<file path="src/rtl/arb3_pkg.sv">
// Shared definitions for the 3-source round-robin arbitration stage:
// select codes, the output-register state encoding and the pointer advance.
package arb3_pkg;

  localparam logic [1:0] SEL_A    = 2'd0;
  localparam logic [1:0] SEL_B    = 2'd1;
  localparam logic [1:0] SEL_C    = 2'd2;
  localparam logic [1:0] SEL_NONE = 2'd3;

  typedef enum logic {
    EMPTY = 1'b0,
    FULL  = 1'b1
  } arb3_state_e;

  // (k+1) mod 3; the unused code 3 folds back to source a
  function automatic logic [1:0] next_ptr(input logic [1:0] k);
    logic [1:0] n;
    case (k)
      SEL_A:   n = SEL_B;
      SEL_B:   n = SEL_C;
      default: n = SEL_A;
    endcase
    return n;
  endfunction

endpackage

</file>
<file path="src/rtl/rr_pick3.sv">
// Combinational round-robin picker: scans sources starting at ptr and returns
// a one-hot grant plus its 2-bit code (SEL_NONE when nothing is valid).
module rr_pick3
  import arb3_pkg::*;
(
  input  logic [1:0] ptr,
  input  logic [2:0] valid,
  output logic [2:0] grant,
  output logic [1:0] grant_code
);

  logic [1:0] order [3];
  logic       found;

  // Priority order ptr, ptr+1, ptr+2 (mod 3); an illegal ptr of 3 behaves as 0
  always_comb begin
    case (ptr)
      SEL_B: begin
        order[0] = SEL_B;
        order[1] = SEL_C;
        order[2] = SEL_A;
      end
      SEL_C: begin
        order[0] = SEL_C;
        order[1] = SEL_A;
        order[2] = SEL_B;
      end
      default: begin
        order[0] = SEL_A;
        order[1] = SEL_B;
        order[2] = SEL_C;
      end
    endcase
  end

  always_comb begin
    grant      = 3'b000;
    grant_code = SEL_NONE;
    found      = 1'b0;
    for (int i = 0; i < 3; i++) begin
      if (!found && valid[order[i]]) begin
        grant[order[i]] = 1'b1;
        grant_code      = order[i];
        found           = 1'b1;
      end
    end
  end

endmodule

</file>
<file path="src/rtl/rr_arb3_stage.sv">
// Registered 3-source round-robin arbiter with a one-entry output register.
// Define ARB3_STATS_EN to add saturating per-source grant counters and stats_clr.
module rr_arb3_stage
  import arb3_pkg::*;
#(
  parameter int WIDTH = 8,
  parameter int CNT_W = 16
) (
  input  logic             clk,
  input  logic             rst_n,
  input  logic [WIDTH-1:0] a_data,
  input  logic             a_valid,
  output logic             a_ready,
  input  logic [WIDTH-1:0] b_data,
  input  logic             b_valid,
  output logic             b_ready,
  input  logic [WIDTH-1:0] c_data,
  input  logic             c_valid,
  output logic             c_ready,
  output logic [WIDTH-1:0] out_data,
  output logic             out_valid,
  input  logic             out_ready,
  output logic [1:0]       out_select
`ifdef ARB3_STATS_EN
  ,
  input  logic             stats_clr,
  output logic [CNT_W-1:0] a_grants,
  output logic [CNT_W-1:0] b_grants,
  output logic [CNT_W-1:0] c_grants
`endif
);

  arb3_state_e      state_q, state_d;
  logic [1:0]       ptr_q, ptr_d;
  logic [WIDTH-1:0] data_q, data_d;
  logic [1:0]       sel_q, sel_d;

  logic [2:0]       grant;
  logic [1:0]       grant_code;
  logic [2:0]       ready;
  logic             accept;
  logic             xfer;

  rr_pick3 u_pick (
    .ptr        (ptr_q),
    .valid      ({c_valid, b_valid, a_valid}),
    .grant      (grant),
    .grant_code (grant_code)
  );

  // Readys are gated by rst_n so nothing is consumed on a reset edge
  assign accept  = (state_q == EMPTY) || out_ready;
  assign ready   = grant & {3{accept & rst_n}};
  assign xfer    = |ready;
  assign a_ready = ready[0];
  assign b_ready = ready[1];
  assign c_ready = ready[2];

  always_comb begin
    state_d = state_q;
    ptr_d   = ptr_q;
    data_d  = data_q;
    sel_d   = sel_q;
    if (xfer) begin
      state_d = FULL;
      sel_d   = grant_code;
      ptr_d   = next_ptr(grant_code);
      case (grant_code)
        SEL_B:   data_d = b_data;
        SEL_C:   data_d = c_data;
        default: data_d = a_data;
      endcase
    end else if (state_q == FULL && out_ready) begin
      state_d = EMPTY;
      sel_d   = SEL_NONE;
    end
  end

  always_ff @(posedge clk) begin
    if (!rst_n) begin
      state_q <= EMPTY;
      ptr_q   <= SEL_A;
      data_q  <= '0;
      sel_q   <= SEL_NONE;
    end else begin
      state_q <= state_d;
      ptr_q   <= ptr_d;
      data_q  <= data_d;
      sel_q   <= sel_d;
    end
  end

  assign out_data   = data_q;
  assign out_valid  = (state_q == FULL);
  assign out_select = sel_q;

`ifdef ARB3_STATS_EN
  logic [2:0][CNT_W-1:0] cnt_q, cnt_d;

  // A clear coinciding with a transfer counts that transfer, hence 1 not 0
  always_comb begin
    cnt_d = cnt_q;
    for (int k = 0; k < 3; k++) begin
      if (stats_clr) begin
        cnt_d[k] = ready[k] ? CNT_W'(1) : '0;
      end else if (ready[k] && (cnt_q[k] != '1)) begin
        cnt_d[k] = cnt_q[k] + CNT_W'(1);
      end
    end
  end

  always_ff @(posedge clk) begin
    if (!rst_n) begin
      cnt_q <= '0;
    end else begin
      cnt_q <= cnt_d;
    end
  end

  assign a_grants = cnt_q[0];
  assign b_grants = cnt_q[1];
  assign c_grants = cnt_q[2];
`endif

endmodule

</file>
<file path="config.mk">
export PLATFORM = sky130hd
export DESIGN_NAME = rr_arb3_stage
export DESIGN_NICKNAME = d
export VERILOG_FILES = /design/src/rtl/arb3_pkg.sv /design/src/rtl/rr_pick3.sv /design/src/rtl/rr_arb3_stage.sv
export SDC_FILE = /design/constraint.sdc
export NUM_CORES = 1
export LEC_CHECK = 0
export CAP_MARGIN = 20
export CORE_ASPECT_RATIO = 0.9
export CORE_MARGIN = 1.5
export CORE_UTILIZATION = 40
export CTS_BUF_LIST = sky130_fd_sc_hd__clkbuf_8 sky130_fd_sc_hd__clkbuf_16
export CTS_CLUSTER_SIZE = 20
export DETAILED_ROUTE_END_ITERATION = 6
export PLACE_DENSITY = 0.79
export SETUP_SLACK_MARGIN = 0.05
export SLEW_MARGIN = 20
export SYNTH_ARGS = -nofsm -noshare
export SYNTH_HDL_FRONTEND = slang
export SYNTH_SLANG_ARGS = --single-unit
</file>
<file path="constraint.sdc">
create_clock -name clk -period 3.6 [get_ports clk]
set_clock_uncertainty 0.1 [all_clocks]
set_input_delay 0.72 -clock clk [delete_from_list [all_inputs] [get_ports clk]]
set_output_delay 0.72 -clock clk [all_outputs]
set_load 0.01 [all_outputs]
</file>
Yosys cells after proc, flatten, opt, wreduce, memory -nomap -nowiden. Cells that the tools add are included.

Output and inout bits: 14. Bits of input ports: 30. Logic and storage cells: 58. Flip-flop bits (word level): 13.

$lt $le $gt $ge: 6. Muxes and demuxes: 27. Eq/ne operators: 4. Reductions and logical operators: 12. Bitwise operators: 5.

Operators with widths (number): $pmux 8 s2 (1); $pmux 6 s2 (1); $mux 1 (10); $mux 2 (5); $lt 2x3->1 const B (3); $mux 3 (3); $bmux 1 s2 (3); $demux 1 s2 (3); $ge 2x1->1 const B (3); $logic_and 1x1->1 (6); $or 3x3->3 (2); $eq 2x1->1 const B (2); $eq 2x2->1 const B (2); $pmux 2 s2 (1); $and 3x3->3 (1); $reduce_or 3->1 (1); $logic_not 1->1 (2); $logic_not 2->1 (1); $reduce_bool 2->1 (1); $and 1x1->1 (1); $logic_or 1x1->1 (1); $not 1->1 (1).

Logic depth before layout (Yosys ltp).
Depth in word-level cells: 14. Gate-level depth with buffers: 14. Mapped depth without buffers: 12.

Hierarchy. From an unflattened synthesis, not the netlist that was laid out.

Cells, all modules: 117. Area, all modules: 1087.3 um^2.

By module, submodules not included: rr_arb3_stage (area an instance 809.5 um^2, sequential area each 260.2 um^2, cells an instance 82, instances 1); rr_pick3 (area an instance 277.8 um^2, sequential area each 0.0 um^2, cells an instance 35, instances 1).

Least setup slack after synthesis. No wires, ideal clock.

Kind: register to register. Start: reg ptr_q[0]. End: reg data_q[1] (netlist: out_data[1]). Stages on the path, launching flop included: 15. Arrival: 2513 ps. Setup slack: 859 ps. Buffers on the path: 3. Setup time: 127 ps. Data required time: 3373 ps. Period minus slack after synthesis: 2741 ps. Cell sequence: dfxtp_1 inv_1 ha_1 buf_4 mux2i_1 o2bb2ai_1 a22oi_1 a21oi_1 inv_1 ha_1 buf_1 clkbuf_1 nand2_1 o211ai_1 mux2i_1.

Cells in the longest elaborated chain, start to end: 13. Elaborated cells between the ends (all ways): 43. Those cells by class: order compare (6); eq/ne (4); mux (22); bitwise (3); reduce/logical (8).

Ends and longest elaborated chain: from (decl) (line rr_arb3_stage.sv:34) `logic [1:0] ptr_q, ptr_d;`; from (signal assigned) (line rr_arb3_stage.sv:87) `ptr_q <= ptr_d;`; $eq 2x2->1 or $eq 2x1->1 (tied branches) (line rr_pick3.sv:17) `case (ptr)`; $pmux 6 s2 * (line rr_pick3.sv:17); $lt 2x3->1 (not written as such) (tied with other cells) (line rr_pick3.sv:42) `grant[order[i]] = 1'b1;`; $logic_and 1x1->1 (not written as such) or $mux 1 (tied branches) (line rr_pick3.sv:42, rr_pick3.sv:41); $mux 1, on equally long branches (line rr_pick3.sv:42, rr_pick3.sv:41); $demux 1 s2 or $logic_not 1->1 (tied branches); $mux 3 or $logic_and 1x1->1 (tied branches) (line rr_pick3.sv:41) `if (!found && valid[order[i]]) begin`; $or 3x3->3 (no source line) or $mux 1 (tied branches); $mux 3 or $logic_not 1->1 (tied branches) (line rr_pick3.sv:41); $or 3x3->3 (no source line) or $logic_and 1x1->1 (tied branches); $mux 3 or $mux 2 (tied branches) (line rr_pick3.sv:41); $and 3x3->3 (tied with other cells) (line rr_arb3_stage.sv:53) `assign ready = grant & {3{accept & rst_n}};`; $reduce_or 3->1 or $pmux 8 s2 (tied branches) (line rr_arb3_stage.sv:54, rr_arb3_stage.sv:68); to (signal assigned) (line rr_arb3_stage.sv:88) `data_q <= data_d;`; to (decl) (line rr_arb3_stage.sv:35) `logic [WIDTH-1:0] data_q, data_d;`.

Every way passes the cells marked *; elsewhere a longest branch is shown, timed or not. The select of a mux whose other input is x is not followed. A chain may end at the register's enable or synchronous reset.

Final worst setup path.
Start: in b_valid. End: out a_ready.

Cells in the longest elaborated chain, start to end: 10. Elaborated cells between the ends (all ways): 18. Those cells by class: mux (11); bitwise (3); reduce/logical (4).

Ends and longest elaborated chain: from (decl) (line rr_arb3_stage.sv:15) `input logic b_valid,`; $bmux 1 s2 (line rr_pick3.sv:41); $mux 1 (not written as such) (line rr_pick3.sv:41); $mux 1 (line rr_pick3.sv:41); $logic_not 1->1 (line rr_pick3.sv:41); $logic_and 1x1->1 (line rr_pick3.sv:41); $mux 1 (line rr_pick3.sv:41); $logic_not 1->1 (line rr_pick3.sv:41); $logic_and 1x1->1 (line rr_pick3.sv:41); $mux 3 * (line rr_pick3.sv:41); $and 3x3->3 * (line rr_arb3_stage.sv:53); to (decl) (line rr_arb3_stage.sv:13) `output logic a_ready,`.

Marks and branches as above.

==> run metrics <==
relative slew slack=69.7%; Setup violations, final=0; root buf cell=clkbuf_8; initial antenna violation count=0; die area=3200 um^2; first-pass GRT wire length=4080 um; Core Util, Final=60.4%; vias per std cell=5.17; Int Power=0.000832 W; number of global-route vias before repair=1010; synth unique cells=40; Critical Path End Type=primary output; Area Growth Syn to Fin=44.6%; Port Buffers=43; Slew Limit Fails=0; run status=finished clean; Slowest cell on crit path=clkdlybuf4s50_1; non-filler instance count after layout=218; Post-synth EDFFs=0; top_reg_cell synth=dfxtp_1; worst-path fanout max=7; Setup CP Type=in -> out; CORE AREA=2750 um^2; yosys warns=0; GP Congestion=0.792; Tmin final=3460 ps; sequential share of power=14.4%; worst hold path type=reg -> reg; final worst slack=138 ps; Post-Route WL=2660 um; TritonCTS clock tree=built; post-DP HPWL=2150 um; type of element launching the critical path=input port; sequential area share after synthesis=22.7%; most common cell after layout, fill and taps aside=clkdlybuf4s50_1; Gate power share=77.7%; CTS Sinks=13; Static Leak=0.679 nW; dpl ws=114 ps; drt initial violations=30; Fillers=250; Post-DRT Antenna Nets=0; number of H-tree levels=1; Slew @ Worst Pin=454 ps; Setup TNS=0 ps; Max Cap Viol=0; Syn Nets=175; total inserted antenna cells=0; clock slew at reported path FFs=50 ps; Sw Share=46.5%; Most common cell on crit path=clkdlybuf4s50_1; clock power share=7.9%; DR DRC count=0; routed via count=1127; FMAX=289 MHz; pwr/cell area=937 nW/um^2; Synth async-reset ratio=0%; GRT Total Usage=16.7%; CP arrival=2640 ps; # hold bufs at CTS=0; R2R setup slack=620 ps; Synth Register Bits=13; Final Hold Viols=0; cell count after synthesis=137; clk buf depth=2; crit-path max cell delay=590 ps; CTS Buf Count=3; Post-Syn Area=1150 um^2; layout cells sized above 1=11.2%; cell count after placement=214; PostCTS Resize Cnt=0; Initial Utilization=41.8%; Avg WL per Cell=12.2 um; grt ovf=0; Worst EP required=2780 ps; fin nets=217; CP cell instances=clkdlybuf4s50_1 > nor2b_4 > o21ai_0 > mux2_4 > a31oi_4 > clkdlybuf4s50_1; largest net degree at the start of global routing=25; Avg Synthesized Cell Area=8.38 um^2; drt pass-1 iters=4; final worst path period share=96.2%; sw power=0.000724 W; # rows=18; Max VDD drop=0.436 mV; post-CTS setup buffers=0; RSZ-0062 raised after global routing=false; Die Wd=59.5 um; worst-skew pair later-pin latency=240 ps; Die Y-Extent=53.8 um; # IOs=44; most frequent cells in the layout=43 x clkdlybuf4s50_1, 27 x nand2_1, 15 x mux2i_1, 13 x dfxtp_1
## metrics by stage
step                      total power (W)  cell area [um^2]  hold slack (ps)
after CTS                         0.00156              1650              365
after detailed placement          0.00142              1610              357
after global placement            0.00139              1610              348
final                             0.00156              1660              361
after global routing              0.00169              1660              383
after floorplan                   0.00114              1150              371
## sequential cells by signal, indices dropped and copies added, names as in the netlist
| name | flops |
|---|---|
| out_data | 8 |
| ptr_q | 2 |
| out_valid | 1 |
| out_select | 2 |
## power groups by stage
stage	combinational [W]	clock, W	sequential [W]
after global routing	0.00133	0.000131	0.000230
after floorplan	0.000903	0	0.000239
after global placement	0.00117	0	0.000225
after detailed placement	0.00120	0	0.000227
final	0.00121	0.000123	0.000224
after CTS	0.00120	0.000126	0.000225
## layer usage
metal	part of all wire (%)	up-vias	global-route usage, %
met1	42	518	19.2
met2	51	39	31.3
met5	0	-	0
li1	-	570	-
met4	0	0	3.79
met3	6.1	0	3.85
## critical path, delay by kind of cell
kind	cells	cell delay, ps
AO/OA/AOI/OAI	2	250
AND/OR/NAND/NOR	1	250
multiplexers	1	280
buffers and inverters	2	1140
## path summary, 6_finish.rpt
kind                            startpoint                        to  depth (start not counted)
hold reg to reg   out_data[5]$_SDFFE_PN0P_  out_data[5]$_SDFFE_PN0P_                          2
setup / recovery                   b_valid                   a_ready                          6
setup reg to reg     ptr_q[0]$_SDFFE_PN0P_  out_data[2]$_SDFFE_PN0P_                         11
hold / removal    out_data[5]$_SDFFE_PN0P_  out_data[5]$_SDFFE_PN0P_                          2
## cell families (layout without fill, tap and decap cells)
family                     Yosys count  in the layout  synth area share [%]
AOI/OAI and AO/OA                   38             38                  27.8
adders and majority gates            8              8                  8.71
buffers and inverters               20             61                  8.39
DFF                                 13             13                  22.7
muxes                               17             17                  15.4
and+or+nand+nor                     41             41                  17.1
## synth_stat cells (2+ instances only)
cell type,n,area share (%)
mux2i_1,15,13
inv_1,8,2.6
nand2b_1,2,1.1
nand3_1,2,0.87
nor2b_1,2,1.1
a21oi_1,6,2.6
buf_6,2,2.0
nor2_1,3,0.98
dfxtp_1,13,23
clkbuf_1,6,2.0
ha_1,8,8.7
nand2_1,27,8.8
o211ai_1,8,5.2
a22oi_1,9,5.9
## cell type report
| class | count | area, um^2 | area share (%) |
|---|---|---|---|
| clock inverters | 1 | 3.75 | 0.226 |
| repair buffers | 49 | 475 | 28.6 |
| inverters | 8 | 30.0 | 1.81 |
| well taps | 40 | 50.0 | 3.01 |
| clock buffers | 3 | 41.3 | 2.49 |
| flip-flops and latches | 13 | 260 | 15.7 |
| multi-input cells | 104 | 800 | 48.2 |
No activity file was read; power rests on OpenSTA's default activity.
